## config.mk

```make
export PLATFORM = sky130hd
export DESIGN_NAME = branch_recovery_unit
export DESIGN_NICKNAME = d
export VERILOG_FILES = /design/src/rtl/branch_recovery_unit.sv
export SDC_FILE = /design/constraint.sdc
export NUM_CORES = 1
export LEC_CHECK = 0
export BUFFER_PORTS_ARGS = -buffer_cell sky130_fd_sc_hd__buf_4
export CAP_MARGIN = 25
export CORE_MARGIN = 2
export CORE_UTILIZATION = 50
export DETAILED_ROUTE_END_ITERATION = 8
export PLACE_DENSITY_LB_ADDON = 0.08
export SYNTH_ARGS = -nofsm -noshare
export SYNTH_HDL_FRONTEND = slang
export SYNTH_SLANG_ARGS = --single-unit
```

## constraint.sdc

```tcl
create_clock -name clk -period 16.6 [get_ports clk]
set_input_delay 0 -clock clk [delete_from_list [all_inputs] [get_ports clk]]
set_output_delay 0 -clock clk [all_outputs]
set_load 0.01 [all_outputs]
```

## src/rtl/branch_recovery_unit.sv

```systemverilog
// Branch recovery unit: program-ordered checkpoint queue for in-flight branches,
// freed on correct resolve; a mispredict runs the flush -> restore -> redirect
// sequence and holds dispatch until fetch accepts the redirect.
module branch_recovery_unit #(
  parameter int unsigned NCKPT     = 4,
  parameter int unsigned ROB_TAG_W = 5,
  parameter int unsigned FL_PTR_W  = 6,
  parameter int unsigned PC_W      = 32
) (
  input  logic                 clk,
  input  logic                 reset,
  input  logic                 ckpt_alloc_valid,
  input  logic [ROB_TAG_W-1:0] ckpt_alloc_rob,
  input  logic [FL_PTR_W-1:0]  ckpt_alloc_fl,
  output logic                 ckpt_alloc_ready,
  input  logic                 br_done,
  input  logic [ROB_TAG_W-1:0] br_rob_tag,
  input  logic                 br_mispredict,
  input  logic [PC_W-1:0]      br_target_pc,
  output logic                 flush_valid,
  output logic [ROB_TAG_W-1:0] flush_rob_tag,
  output logic                 restore_valid,
  output logic [FL_PTR_W-1:0]  restore_fl,
  output logic                 redirect_valid,
  output logic [PC_W-1:0]      redirect_pc,
  input  logic                 redirect_ready,
  output logic                 busy,
  output logic                 err_unknown_tag
);

  localparam int unsigned IdxW = (NCKPT > 1) ? $clog2(NCKPT) : 1;
  localparam int unsigned CntW = IdxW + 1;

  localparam logic [1:0] StIdle     = 2'd0;
  localparam logic [1:0] StFlush    = 2'd1;
  localparam logic [1:0] StRestore  = 2'd2;
  localparam logic [1:0] StRedirect = 2'd3;

  logic [1:0]           state_q, state_d;
  logic [NCKPT-1:0]     valid_q, valid_d;
  logic [NCKPT-1:0]     res_q, res_d;
  logic [IdxW-1:0]      head_q, head_d;
  logic [IdxW-1:0]      tail_q, tail_d;
  logic [CntW-1:0]      count_q, count_d;
  logic [IdxW-1:0]      lat_idx_q, lat_idx_d;
  logic [ROB_TAG_W-1:0] lat_tag_q, lat_tag_d;
  logic [FL_PTR_W-1:0]  lat_fl_q, lat_fl_d;
  logic [PC_W-1:0]      lat_pc_q, lat_pc_d;
  logic                 err_q, err_d;

  logic [ROB_TAG_W-1:0] rob_q [NCKPT];
  logic [FL_PTR_W-1:0]  fl_q  [NCKPT];

  logic            is_idle;
  logic            hit;
  logic [IdxW-1:0] hit_idx;
  logic [IdxW-1:0] hit_age;
  logic [IdxW-1:0] lat_age;
  logic            older_ok;
  logic            mp_take;
  logic            ok_take;
  logic            err_set;
  logic            alloc_fire;
  logic            exit_redirect;
  logic            pop;

  assign is_idle = (state_q == StIdle);

  // Find the live (allocated, not yet resolved) entry holding the resolving tag.
  always_comb begin
    hit     = 1'b0;
    hit_idx = '0;
    for (int i = 0; i < NCKPT; i++) begin
      if (!hit && valid_q[i] && !res_q[i] && (rob_q[i] == br_rob_tag)) begin
        hit     = 1'b1;
        hit_idx = IdxW'(i);
      end
    end
  end

  assign hit_age = hit_idx - head_q;
  assign lat_age = lat_idx_q - head_q;
  // While recovering, only entries strictly older than the latched branch matter.
  assign older_ok = is_idle || (hit_age < lat_age);

  assign mp_take       = br_done && br_mispredict && hit && older_ok;
  assign ok_take       = br_done && !br_mispredict && hit && older_ok;
  // Misses during recovery are usually squashed tags, so they are not errors.
  assign err_set       = br_done && !hit && is_idle;
  assign alloc_fire    = ckpt_alloc_valid && ckpt_alloc_ready && !mp_take;
  assign exit_redirect = (state_q == StRedirect) && redirect_ready && !mp_take;
  // A correct resolve of the head entry frees it in the same cycle.
  assign pop = valid_q[head_q] &&
               (res_q[head_q] || (ok_take && (hit_idx == head_q)));

  // Next-state for queue bookkeeping, latched recovery info and the FSM.
  always_comb begin
    valid_d   = valid_q;
    res_d     = res_q;
    head_d    = head_q;
    tail_d    = tail_q;
    count_d   = count_q;
    state_d   = state_q;
    lat_idx_d = lat_idx_q;
    lat_tag_d = lat_tag_q;
    lat_fl_d  = lat_fl_q;
    lat_pc_d  = lat_pc_q;
    err_d     = err_q | err_set;

    if (ok_take) res_d[hit_idx] = 1'b1;
    if (exit_redirect) res_d[lat_idx_q] = 1'b1;

    if (pop) begin
      valid_d[head_q] = 1'b0;
      res_d[head_q]   = 1'b0;
      head_d          = head_q + IdxW'(1);
    end

    if (alloc_fire) begin
      valid_d[tail_q] = 1'b1;
      res_d[tail_q]   = 1'b0;
      tail_d          = tail_q + IdxW'(1);
    end

    if (mp_take) begin
      // Discard everything younger than the mispredicted branch.
      for (int i = 0; i < NCKPT; i++) begin
        if ((IdxW'(i) - head_q) > hit_age) begin
          valid_d[i] = 1'b0;
          res_d[i]   = 1'b0;
        end
      end
      tail_d    = hit_idx + IdxW'(1);
      // The mispredicted entry survives, so equal pointers mean full, not empty.
      count_d   = (tail_d == head_d) ? CntW'(NCKPT) : {1'b0, tail_d - head_d};
      lat_idx_d = hit_idx;
      lat_tag_d = br_rob_tag;
      lat_fl_d  = fl_q[hit_idx];
      lat_pc_d  = br_target_pc;
    end else begin
      count_d = count_q + CntW'(alloc_fire) - CntW'(pop);
    end

    case (state_q)
      StIdle:     state_d = StIdle;
      StFlush:    state_d = StRestore;
      StRestore:  state_d = StRedirect;
      StRedirect: state_d = redirect_ready ? StIdle : StRedirect;
      default:    state_d = StIdle;
    endcase
    if (mp_take) state_d = StFlush;
  end

  // Control state with synchronous reset.
  always_ff @(posedge clk) begin
    if (reset) begin
      state_q   <= StIdle;
      valid_q   <= '0;
      res_q     <= '0;
      head_q    <= '0;
      tail_q    <= '0;
      count_q   <= '0;
      lat_idx_q <= '0;
      lat_tag_q <= '0;
      lat_fl_q  <= '0;
      lat_pc_q  <= '0;
      err_q     <= 1'b0;
    end else begin
      state_q   <= state_d;
      valid_q   <= valid_d;
      res_q     <= res_d;
      head_q    <= head_d;
      tail_q    <= tail_d;
      count_q   <= count_d;
      lat_idx_q <= lat_idx_d;
      lat_tag_q <= lat_tag_d;
      lat_fl_q  <= lat_fl_d;
      lat_pc_q  <= lat_pc_d;
      err_q     <= err_d;
    end
  end

  // Checkpoint payload; qualified by valid_q so it needs no reset.
  always_ff @(posedge clk) begin
    if (alloc_fire) begin
      rob_q[tail_q] <= ckpt_alloc_rob;
      fl_q[tail_q]  <= ckpt_alloc_fl;
    end
  end

  assign ckpt_alloc_ready = (count_q < CntW'(NCKPT)) && is_idle;
  assign flush_valid      = (state_q == StFlush);
  assign restore_valid    = (state_q == StRestore);
  assign redirect_valid   = (state_q == StRedirect);
  assign flush_rob_tag    = lat_tag_q;
  assign restore_fl       = lat_fl_q;
  assign redirect_pc      = lat_pc_q;
  assign busy             = !is_idle;
  assign err_unknown_tag  = err_q;

endmodule

```

# Yosys cells after proc, flatten, opt, wreduce, memory -nomap -nowiden
# Memory sizes are Yosys's and may differ from the RTL's. A register that Yosys moved wholly into a read port is not among the register bits.
# Index checks and enable logic that the tools add are counted.
# W data, S select, Z words.
[op_classes]
n_addsub = 12
order_cmp = 14
eq_ne = 9
mux = 45
bitwise = 9
reduce_logical = 46
[ops]
columns = ["op", "count"]
rows = [
  ["$mux W4", 8],
  ["$logic_and A1 B1 Y1", 30],
  ["$mux W1", 22],
  ["$eq A5 B5 Y1", 4],
  ["$and A4 B4 Y4", 3],
  ["$lt A2 B3 Y1 const B", 4],
  ["$mux W2", 6],
  ["$or A4 B4 Y4", 3],
  ["$logic_not A1 Y1", 11],
  ["$demux W1 S2", 4],
  ["$ge A2 B1 Y1 const B", 4],
  ["$gt A2 B2 Y1", 4],
  ["$not A4 Y4", 2],
  ["$pmux W2 S4", 1],
  ["$add A2 B1 Y2 const B", 3],
  ["$mux W3", 2],
  ["$sub A2 B2 Y2", 3],
  ["$bmux W1 S2", 2],
  ["$eq A2 B2 Y1", 2],
  ["$eq A2 B2 Y1 const B", 2],
  ["$sub A1 B2 Y2 const A", 2],
  ["$sub A2 B2 Y2 const A", 2],
  ["$add A3 B1 Y3", 1],
  ["$lt A3 B3 Y1 const B", 1],
  ["other kinds (8)", 9],
]
[word_totals]
regBits = 57
ramBits = 44
in_bits = 54
out_inout_bits = 49
elab_cells = 148
mem_count = 2
[memory_table]
columns = ["memory", "words", "width", "rd", "rd_ports_with_merged_regs", "wr", "line", "source"]
rows = [
  ["fl_q", 4, 6, 1, 1, 1, "52", "logic [FL_PTR_W-1:0] fl_q [NCKPT];"],
  ["rob_q", 4, 5, 4, 0, 1, "51", "logic [ROB_TAG_W-1:0] rob_q [NCKPT];"],
]

# Logic depth before layout (Yosys ltp)
[depth]
word_depth = 33
mapped_depth = 25

# Least setup slack after synthesis
# OpenSTA, ideal clock, no wires.
[synth_timing]
path_type = "flip-flop to flip-flop"
startpoint = "memory rob_q[1][4]"
endpoint = "register count_q[2]"
setup_time_ps = 70
t_arrival_ps = 5238
required_ps = 16530
slack_ps = 11292
path_stages_with_launch = 25
path_buffers = 1
path_cell_list = "edfxtp_1 > xor2_1 > nor4_2 > and4b_2 > a21oi_1 > nor2_1 > clkbuf_1 > inv_1 > ha_1 > inv_1 > fa_1 > ha_1 > nor2_1 > o311ai_0 > a21oi_2 > nor2_1 > inv_1 > ha_1 > inv_1 > ha_1 > fa_1 > xor2_1 > xnor2_1 > nand2_1 > a21oi_1"
[synth_lines]
columns = ["element", "line", "source"]
rows = [
  ["from (decl)", "51", ""],
  ["to (signal assigned)", "174", "count_q <= count_d;"],
  ["to (decl)", "44", "logic [CntW-1:0] count_q, count_d;"],
]

==> results.cfg <==
[sta]
max_freq_mhz = 176.9
finalClockSkew_ns = 0.01010
fin_ws_ns = 10.95
drv_slew = 0
rsz0062_at_grt = no
tightest_slew_ns = 0.7066
period_minus_slack_ns = 5.653
holdWs_ns = 0.07084
finalCritPeriodShare = 0.3405
tns_ns = 0
setup_violations = 0
maxSlewHeadroom = 0.5289
finalHoldViolCount = 0

[critical_path]
cp_data_required_time_ns = 16.91
cp_max_fo = 53
rr_worst_depth = 26
critPathKind = register to register
reg2reg_from = rob_q[1][4]
crit_start = rob_q[1][4]
cp-start-kind = register
crit-reg2reg-capture = count_q[2]
r2r_slack_ns = 10.95
arrival_ns = 5.96
worstSetupEndpointType = register

[finish]
final_cells = 739
finalNetCount = 684
diodes = 0
n_fill_cell = 715
drive_gt1_frac = 0.2311
finalInstanceArea_mm2 = 0.006389
area_growth_pct = 31.36

[placed_design]
place_inst = 671
placed_area_mm2 = 0.005690
routabilityCongestion = 0.7916
io_buffer_count = 102
post-place-ws_ns = 10.78
detailed_place_hpwl_mm = 7.471

[drt]
ant_nets = 0
viasPerCell = 5.189
wl_per_cell_um = 15.76
vias = 3835
first_pass_iters = 4
drt-initial-drc-count = 159
drc = 0
totalWireLength_mm = 11.65

[synthesis]
synthesis.nets = 541
synth_area_mm2 = 0.004863
synth_fa_ha_area_frac = 0.06895
synth_simple_gate_area_share = 0.1515
synth_top_family_by_area = simple AND/OR/NAND/NOR gates
synthMuxAreaShare = 0.03576
synth_warnings = 0
synth_area_per_cell_um2 = 10.53
synth_compound_area_frac = 0.1183
synthCells = 462
synth.distinct_cells = 58
synth_xor_area_frac = 0.05351
synth_seq_area_share = 0.5310
synth_edf_count = 44
synth-main-ff-cell = dfxtp_1
async_flop_share = 0
ys_ff_latch = 107

[hold_path]
hold_path_end = lat_idx_q[1]
min_from = br_mispredict
hold_class = input pin to register
hold_depth = 5

[die]
row_count = 35
dieArea_mm2 = 0.01053
boundaryPins = 103
start_util = 0.5214
core_mm2 = 0.009328
die_h_um = 102.6
dieWidth_um = 102.6

[power_and_ir_drop]
p_sw_mw = 0.1517
p_per_area_mw_per_mm2 = 85.95
p_int_mw = 0.3974
p_clk_frac = 0.278
leakage_nw = 2.440
share_comb_of_total_power = 0.162
p_sw_frac = 0.2762
peakVddDrop_mv = 0.06237
sequentialPowerShare = 0.560

[clock_tree]
cts_tree = done
numCtsBuffers = 9
clock_sinks = 107
htree_levels = 3
clock_latency_ns = 0.37
path_clk_slew_ns = 0.11
root_buffer = clkbuf_8
postCtsResizedCells = 0
cts.path.max_buffers = 2

[job]
cap_violations = 0

[grt]
antenna_found_initial = 0
grt-ovfl-total = 0
grt_max_degree = 61
grt_use_total = 0.2338
grt_pass1_vias = 3771
grt_pass1_wl_mm = 18.84

[status]
run_status = completed
[cell type report]
| class | instances | area (um2) | area share |
|---|---|---|---|
| clock buffers | 9 | 123.9 | 0.01939 |
| clock inverters | 7 | 58.81 | 0.009205 |
| inverters | 18 | 68.82 | 0.01077 |
| multi-input cells | 312 | 2090 | 0.3271 |
| flip-flops and latches | 107 | 2582 | 0.4042 |
| well taps | 129 | 161.4 | 0.02526 |
| repair buffers | 157 | 1304 | 0.2041 |
[power groups by stage]
| stage | Sequential, mW | Combinational [mW] | Clock (mW) |
|---|---|---|---|
| final | 0.308 | 0.0887 | 0.153 |
| after floorplan | 0.311 | 0.0505 | 0 |
| after global placement | 0.312 | 0.0770 | 0 |
| after CTS | 0.307 | 0.0887 | 0.156 |
| after global routing | 0.310 | 0.0986 | 0.166 |
| after detailed placement | 0.313 | 0.0789 | 0 |
[layer usage]
metal | part of all wire | wire, um | up-vias | GRT usage
li1 | - | - | 1887 | -
met1 | 0.42 | 4836 | 1845 | 0.2807
met2 | 0.52 | 6113 | 92 | 0.4062
met3 | 0.049 | 565 | 11 | 0.06576
met4 | 0.011 | 131 | 0 | 0.07590
met5 | 0 | 0 | - | 0
[registers in the layout, summed over array words and instances (netlist names), 2 cells and up]
register,count
count_q,3
state_q,2
tail_q,2
redirect_pc,32
valid_q,4
restore_fl,6
rob_q,20
head_q,2
lat_idx_q,2
res_q,4
flush_rob_tag,5
fl_q,24
[cells by family (layout without fill, tap and decap cells)]
kind of cell / Yosys count / in the layout
buffers and inverters: 43 / 191
muxes: 15 / 15
xor gates and xnor gates: 28 / 28
AOI/OAI and AO/OA: 89 / 89
adders and majority gates: 25 / 25
and+or+nand+nor: 155 / 155
DFF: 107 / 107
[cells in the mapped netlist (5+ instances only)]
master    instances  area, um2
xnor2_1          11      96.34
mux2_2            6      67.56
ha_1             22      275.3
edfxtp_1         44       1321
mux2i_1           8      80.08
nand2_1          99      371.6
dfxtp_1          63       1261
inv_1            17      63.81
buf_2             5      25.02
xor2_1           15      131.4
nor2_1           23      86.33
and2_1            6      37.54
o211ai_1          6      45.04
clkbuf_1         15      56.30
a21oi_1          55      275.3
[cells in the final DEF, fill, tap and decap left out, drive strengths merged, types with 3 or more instances in the layout]
cell type    instances
nand4b               3
dlygate4sd3         51
a221oi               4
and2                 7
mux2                 6
inv                 21
nor2b                3
a22o                 3
edfxtp              44
xor2                17
mux2i                8
a21oi               56
buf                105
dfxtp               63
xnor2               11
fa                   3
clkbuf              10
nor2                23
nor3b                3
ha                  22
o211ai               8
nor4                 4
nand2               99
and4b                4
[timing repair]
item,4_1_cts,5_1_grt
hold buffers,51,0
setup buffers,0,0
endpoints found under the hold margin,85,0
[worst max path at each step]
stage	endpoint	slack, ns	cells past startpoint
CTS	count_q[2]	10.72	25
detailed placement	count_q[2]	10.78	25
finish	count_q[2]	10.95	26
global placement	count_q[2]	10.98	25
floorplan	count_q[2]	11.29	24
global route	count_q[2]	10.42	26
[through the flow]
stage	utilization	total power [mW]
2_1_floorplan	-	0.3614
3_3_place_gp	0.6101	0.3894
3_5_place_dp	0.6101	0.3924
4_1_cts	0.6844	0.5527
5_1_grt	0.6849	0.5747
6_report	0.6849	0.5491
[critical path, cell delays in order, from the launching register on]
cell and delay (ns):
edfxtp_1 0.41, xor2_1 0.16, nor4_2 0.29, and4b_2 0.29
a21oi_1 0.05, nor2_1 0.09, buf_4 0.24, inv_1 0.11
ha_1 0.18, inv_1 0.10, fa_1 0.45, ha_1 0.31
nor2_1 0.06, o311ai_0 0.44, clkbuf_2 0.24, a21oi_4 0.03
buf_4 0.32, nor2_1 0.26, inv_1 0.09, ha_1 0.27
inv_1 0.04, ha_1 0.19, fa_1 0.37, xor2_1 0.20
xnor2_1 0.13, nand2_1 0.07, a21oi_1 0.15
Power figures use the tool's default switching activity.
